## config.mk

```make
export PLATFORM = sky130hd
export DESIGN_NAME = flag_window_monitor
export DESIGN_NICKNAME = d
export VERILOG_FILES = /design/src/rtl/flag_mon_pkg.sv /design/src/rtl/flag_edge_detect.sv /design/src/rtl/flag_window_monitor.sv
export SDC_FILE = /design/constraint.sdc
export NUM_CORES = 1
export LEC_CHECK = 0
export ABC_AREA = 1
export CORE_MARGIN = 2
export CORE_UTILIZATION = 40
export DETAILED_ROUTE_END_ITERATION = 8
export GPL_ROUTABILITY_DRIVEN = 0
export PLACE_DENSITY_LB_ADDON = 0.3
export SLEW_MARGIN = 5
export SYNTH_ARGS = -nofsm -noshare
export SYNTH_HDL_FRONTEND = slang
export SYNTH_SLANG_ARGS = --single-unit
```

## constraint.sdc

```tcl
create_clock -name clk -period 1.7 [get_ports clk]
set_input_delay 0.255 -clock clk [delete_from_list [all_inputs] [get_ports clk]]
set_output_delay 0.255 -clock clk [all_outputs]
set_load 0.05 [all_outputs]
```

## src/rtl/flag_mon_pkg.sv

```systemverilog
// Shared types and helpers for the flag window monitor.
package flag_mon_pkg;

  typedef enum logic [1:0] {
    IDLE   = 2'd0,
    COUNT  = 2'd1,
    REPORT = 2'd2
  } fmon_state_t;

  // Width of the window cycle counter; WIN_LEN >= 2 keeps this at least 1.
  function automatic int unsigned CYC_W(input int unsigned win_len);
    return (win_len <= 32'd2) ? 32'd1 : $clog2(win_len);
  endfunction

endpackage

```

## src/rtl/flag_edge_detect.sv

```systemverilog
// Rising-edge detector: registers the flag and emits a 1-cycle rise pulse.
module flag_edge_detect (
  input  logic clk,
  input  logic rst,
  input  logic d,
  output logic rise
);

  logic flag_q, flag_d;

  always_comb begin
    flag_d = d;
    rise   = d & ~flag_q;
  end

  always_ff @(posedge clk) begin
    if (rst) begin
      flag_q <= 1'b0;
    end else begin
      flag_q <= flag_d;
    end
  end

endmodule

```

## src/rtl/flag_window_monitor.sv

```systemverilog
// Counts rising edges of flag_in over a WIN_LEN-cycle window and reports over valid/ready.
// Optional macro FLAG_MONITOR_STICKY_EN adds the alarm_sticky output.
module flag_window_monitor
  import flag_mon_pkg::*;
#(
  parameter int unsigned CNT_W   = 8,
  parameter int unsigned WIN_LEN = 16,
  parameter int unsigned THRESH  = 4
) (
  input  logic             clk,
  input  logic             rst,
  input  logic             flag_in,
  input  logic             win_start,
  input  logic             rpt_ready,
  output logic             rpt_valid,
  output logic [CNT_W-1:0] rpt_count,
  output logic             rpt_alarm,
  output logic             busy
`ifdef FLAG_MONITOR_STICKY_EN
  ,
  output logic             alarm_sticky
`endif
);

  localparam int unsigned    CycW    = CYC_W(WIN_LEN);
  localparam logic [CycW-1:0] CycLast = CycW'(WIN_LEN - 1);
  localparam logic [CNT_W-1:0] CntMax = '1;
  localparam logic [CNT_W-1:0] ThreshV = CNT_W'(THRESH);

  fmon_state_t      state_q, state_d;
  logic [CycW-1:0]  cyc_cnt_q, cyc_cnt_d;
  logic [CNT_W-1:0] edge_cnt_q, edge_cnt_d;
  logic [CNT_W-1:0] rpt_count_q, rpt_count_d;
  logic             rpt_alarm_q, rpt_alarm_d;
  logic [CNT_W-1:0] edge_cnt_final;
  logic             rise;

  flag_edge_detect u_edge (
    .clk  (clk),
    .rst  (rst),
    .d    (flag_in),
    .rise (rise)
  );

  always_comb begin
    edge_cnt_final = edge_cnt_q;
    if (rise && (edge_cnt_q != CntMax)) begin
      edge_cnt_final = edge_cnt_q + CNT_W'(1);
    end
  end

  always_comb begin
    state_d     = state_q;
    cyc_cnt_d   = cyc_cnt_q;
    edge_cnt_d  = edge_cnt_q;
    rpt_count_d = rpt_count_q;
    rpt_alarm_d = rpt_alarm_q;
    unique case (state_q)
      IDLE: begin
        if (win_start) begin
          state_d    = COUNT;
          cyc_cnt_d  = '0;
          edge_cnt_d = '0;
        end
      end
      COUNT: begin
        // A restart wins over everything else, including a close on the same cycle.
        if (win_start) begin
          cyc_cnt_d  = '0;
          edge_cnt_d = '0;
        end else if (cyc_cnt_q == CycLast) begin
          edge_cnt_d  = edge_cnt_final;
          rpt_count_d = edge_cnt_final;
          rpt_alarm_d = (edge_cnt_final >= ThreshV);
          state_d     = REPORT;
        end else begin
          edge_cnt_d = edge_cnt_final;
          cyc_cnt_d  = cyc_cnt_q + CycW'(1);
        end
      end
      REPORT: begin
        if (rpt_ready) begin
          if (win_start) begin
            state_d    = COUNT;
            cyc_cnt_d  = '0;
            edge_cnt_d = '0;
          end else begin
            state_d = IDLE;
          end
        end
      end
      default: state_d = IDLE;
    endcase
  end

  always_ff @(posedge clk) begin
    if (rst) begin
      state_q     <= IDLE;
      cyc_cnt_q   <= '0;
      edge_cnt_q  <= '0;
      rpt_count_q <= '0;
      rpt_alarm_q <= 1'b0;
    end else begin
      state_q     <= state_d;
      cyc_cnt_q   <= cyc_cnt_d;
      edge_cnt_q  <= edge_cnt_d;
      rpt_count_q <= rpt_count_d;
      rpt_alarm_q <= rpt_alarm_d;
    end
  end

  assign rpt_valid = (state_q == REPORT);
  assign busy      = (state_q == COUNT);
  assign rpt_count = rpt_count_q;
  assign rpt_alarm = rpt_alarm_q;

`ifdef FLAG_MONITOR_STICKY_EN
  logic sticky_q, sticky_d;

  always_comb begin
    sticky_d = sticky_q | ((state_q == REPORT) & rpt_ready & rpt_alarm_q);
  end

  always_ff @(posedge clk) begin
    if (rst) begin
      sticky_q <= 1'b0;
    end else begin
      sticky_q <= sticky_d;
    end
  end

  assign alarm_sticky = sticky_q;
`endif

endmodule

```

==> flow_summary_export.csv <==
group,metric,value,unit
synthesis,syn_area,1260,um2
setup_path,worstPathArrival,1790,ps
timing,whs,485,ps
placed_design,hpwlAfterDp,1.98,mm
timing,fin_crit_sh,90.5,%
synthesis,synth-seq-cells,24,
floorplanning,rows,20,
timing,min_period,1540,ps
layout,syn_to_final_growth,23.5,%
layout,final_layout_size_suffix_gt1_share,22.6,%
routing,drtAntennaViolNets,0,
placed_design,port-buffer-count,15,
routing,post_drt_wl_per_cell,10.2,um
pwr,p_leak,0.000713,uW
setup_path,critPathKind,"flip-flop to flip-flop",
routing,drtPass1Iterations,4,
global_routing,grt.total_usage,16.5,%
layout,antenna_cells,0,
global_routing,grt_pass1_vias,989,
setup_path,cp-end-kind,"flip-flop",
routing,drtIter0Drc,35,
setup_path,path_max_fanout,9,
global_routing,antenna_found_initial,0,
setup_path,crit_buf_inv,2,
global_routing,overflow,0,
synthesis,synth_cells,185,
synthesis,syn_area_per_cell,6.84,um2
synthesis,yosysSeqAreaShare,38.0,%
floorplanning,core_area,3030,um2
min_path,hp-class,"flip-flop to flip-flop",
setup_path,timing.rr.end,"rpt_alarm$_SDFFE_PP0P_",
synthesis,syn-num-nets,192,
pwr,p_per_area,633,nW/um2
run,maxCapViolCount,0,
setup_path,critPathMaxStageDelay,400,ps
pwr,power,989,uW
timing,drv_slew,0,
cts,cts.sinks,24,
floorplanning,io_pins,16,
setup_path,crit_end,"rpt_alarm$_SDFFE_PP0P_",
timing,skew,20.0,ps
layout,final_common_cell,"nand2_1",
setup_path,timing.rr.start,"edge_cnt_q[0]$_SDFFE_PP0P_",
setup_path,worstSetupStartpoint,"edge_cnt_q[0]$_SDFFE_PP0P_",
layout,layout_common_cells,"nand2_1, nor2_1, buf_4, dfxtp_1, inv_1",
run_status,status,"completed",
cts,htreeDepth,1,
routing,route.detailed.drc,0,
floorplanning,initial_core_util,41.8,%
synthesis,synth.distinct_cells,26,
cts,clkLatencyLatePin,330,ps
pwr,peakVddDrop,528,uV
cts,clockBufferDepth,2,
timing,max_freq,650,MHz
timing,hold_violations,0,
layout,nNetsFinal,220,
floorplanning,chipHeight,60.2,um
floorplanning,die_w,60.2,um
setup_path,cp.depth,12,
setup_path,slowest_stage,"dfxtp_2",
setup_path,r2r_setup_slack,160,ps
global_routing,grt_max_degree,14,
timing,setup_viol,0,
synthesis,ys_warn_count,0,
routing,vias_per_cell,4.55,
setup_path,cpLargestDelayFamily,"simple AND/OR/NAND/NOR gates",
setup_path,reg2reg_depth,12,
setup_path,worstSetupStartpointType,"flip-flop",
global_routing,grt_pass1_wl,4.44,mm
cts,clkTransAtPathRegs,150,ps
floorplanning,dieArea,3630,um2
cts,cts_buffers,3,
setup_path,crit_chain,"ha_4 > nand2_2 > nor2_4 > nand2_4 > nand2_8 > inv_2 > nand2_1 > nand2_2 > nor2_2 > nand3_1 > nand2_1 > inv_1",
layout,fillers,335,
setup_path,cp.required,1950,ps
routing,vias,1166,
routing,finalWirelength,2.60,mm
timing,tightest_slew,348,ps
cts,cts_root_buf,"clkbuf_4",
timing,max_slew_margin,76.6,%
cts,tritoncts,"yes",
min_path,hold_depth,2,
-- synth_stat cells --
cell type / count / area share, %
nand2_1: 46 / 14
nor2_1: 30 / 8.9
dfxtp_1: 24 / 38
inv_1: 20 / 5.9
a21oi_1: 13 / 5.1
nand3_1: 10 / 4.0
o21ai_1: 6 / 2.4
o21ai_0: 5 / 2.0
inv_2: 4 / 1.2
nand2_2: 4 / 2.0
xor2_1: 3 / 2.1
clkbuf_1: 2 / 0.59
ha_1: 2 / 2.0
nor2_2: 2 / 0.99
nor2_4: 2 / 1.8
nor3_1: 2 / 0.79
a211oi_2: 1 / 0.99
a31oi_1: 1 / 0.49
buf_4: 1 / 0.59
buf_6: 1 / 0.89
nand2_4: 1 / 0.89
nand2_8: 1 / 1.6
nand4_1: 1 / 0.49
nor2_8: 1 / 1.6
or2_1: 1 / 0.49
xnor2_1: 1 / 0.69
-- tightest hold or removal path: stages (launching register included) --
cell and delay [ps]:
dfxtp_1 340, nand2_1 60, a21oi_1 50
-- cells by family (layout without fill, tap and decap cells) --
logic type | after synthesis | in the layout | synth area share [%]
AO/OA/AOI/OAI | 26 | 26 | 11.0
XOR/XNOR | 4 | 4 | 2.77
adder cells (fa/ha/maj) | 2 | 2 | 1.98
buffers and inverters | 28 | 55 | 9.20
flip-flops | 24 | 24 | 38.0
AND/OR/NAND/NOR | 101 | 101 | 37.1
-- report_power, final --
part           internal (uW)  switching, uW  leakage (uW)
clock                    131            178     0.0000210
sequential               569           4.68      0.000195
combinational           41.4           65.1      0.000497
total                    741            248      0.000713
-- cell type report --
type | instances | area [um2] | share of cell area [%]
clock buffer | 4 | 36.3 | 2.32
tap | 44 | 55.1 | 3.52
sequential | 24 | 483 | 30.9
inverter | 24 | 90.1 | 5.76
timing repair buffer | 27 | 213 | 13.6
multi-input combinational | 133 | 686 | 43.9
-- metrics by stage --
| step | util (%) | TNS [ps] | worst slack [ps] | cell area, um2 | std cells |
|---|---|---|---|---|---|
| global placement | 49.5 | 0 | 39.3 | 1500 | 251 |
| global route | 51.6 | -5.99 | -5.99 | 1560 | 256 |
| floorplan | - | 0 | 165 | 1260 | 185 |
| detailed placement | 49.5 | 0 | 23.6 | 1500 | 251 |
| CTS | 50.7 | 0 | 52.1 | 1540 | 255 |
| finish | 51.6 | 0 | 162 | 1560 | 256 |
-- timing repair --
| action | CTS | global route |
|---|---|---|
| setup endpoints to repair | 0 | 2 |
| buffers inserted | 0 | 1 |
| hold buffers | 0 | 0 |
| resized for setup | 0 | 6 |
-- sequential cells by signal, indices dropped and copies added, names as in the netlist --
signal,count
edge_cnt_q,8
rpt_count,8
cyc_cnt_q,4
state_q,2
rpt_alarm,1
u_edge.flag_q,1
-- metal layers --
metal	GRT usage, %	routed length, um	vias up
li1	-	-	634
met1	22.1	1260	513
met2	25.5	1250	15
met3	4.98	71	4
met4	4.76	25	0
met5	0	0	-
-- worst min-delay path by stage --
stage / start / end
detailed placement: cyc_cnt_q[3]$_SDFFE_PP0P_ / cyc_cnt_q[3]$_SDFFE_PP0P_
global placement: cyc_cnt_q[3]$_SDFFE_PP0P_ / cyc_cnt_q[3]$_SDFFE_PP0P_
global route: cyc_cnt_q[3]$_SDFFE_PP0P_ / cyc_cnt_q[3]$_SDFFE_PP0P_
CTS: cyc_cnt_q[3]$_SDFFE_PP0P_ / cyc_cnt_q[3]$_SDFFE_PP0P_
floorplan: flag_in / u_edge.flag_q$_SDFF_PP0_
finish: cyc_cnt_q[3]$_SDFFE_PP0P_ / cyc_cnt_q[3]$_SDFFE_PP0P_
Power figures use the tool's default switching activity.
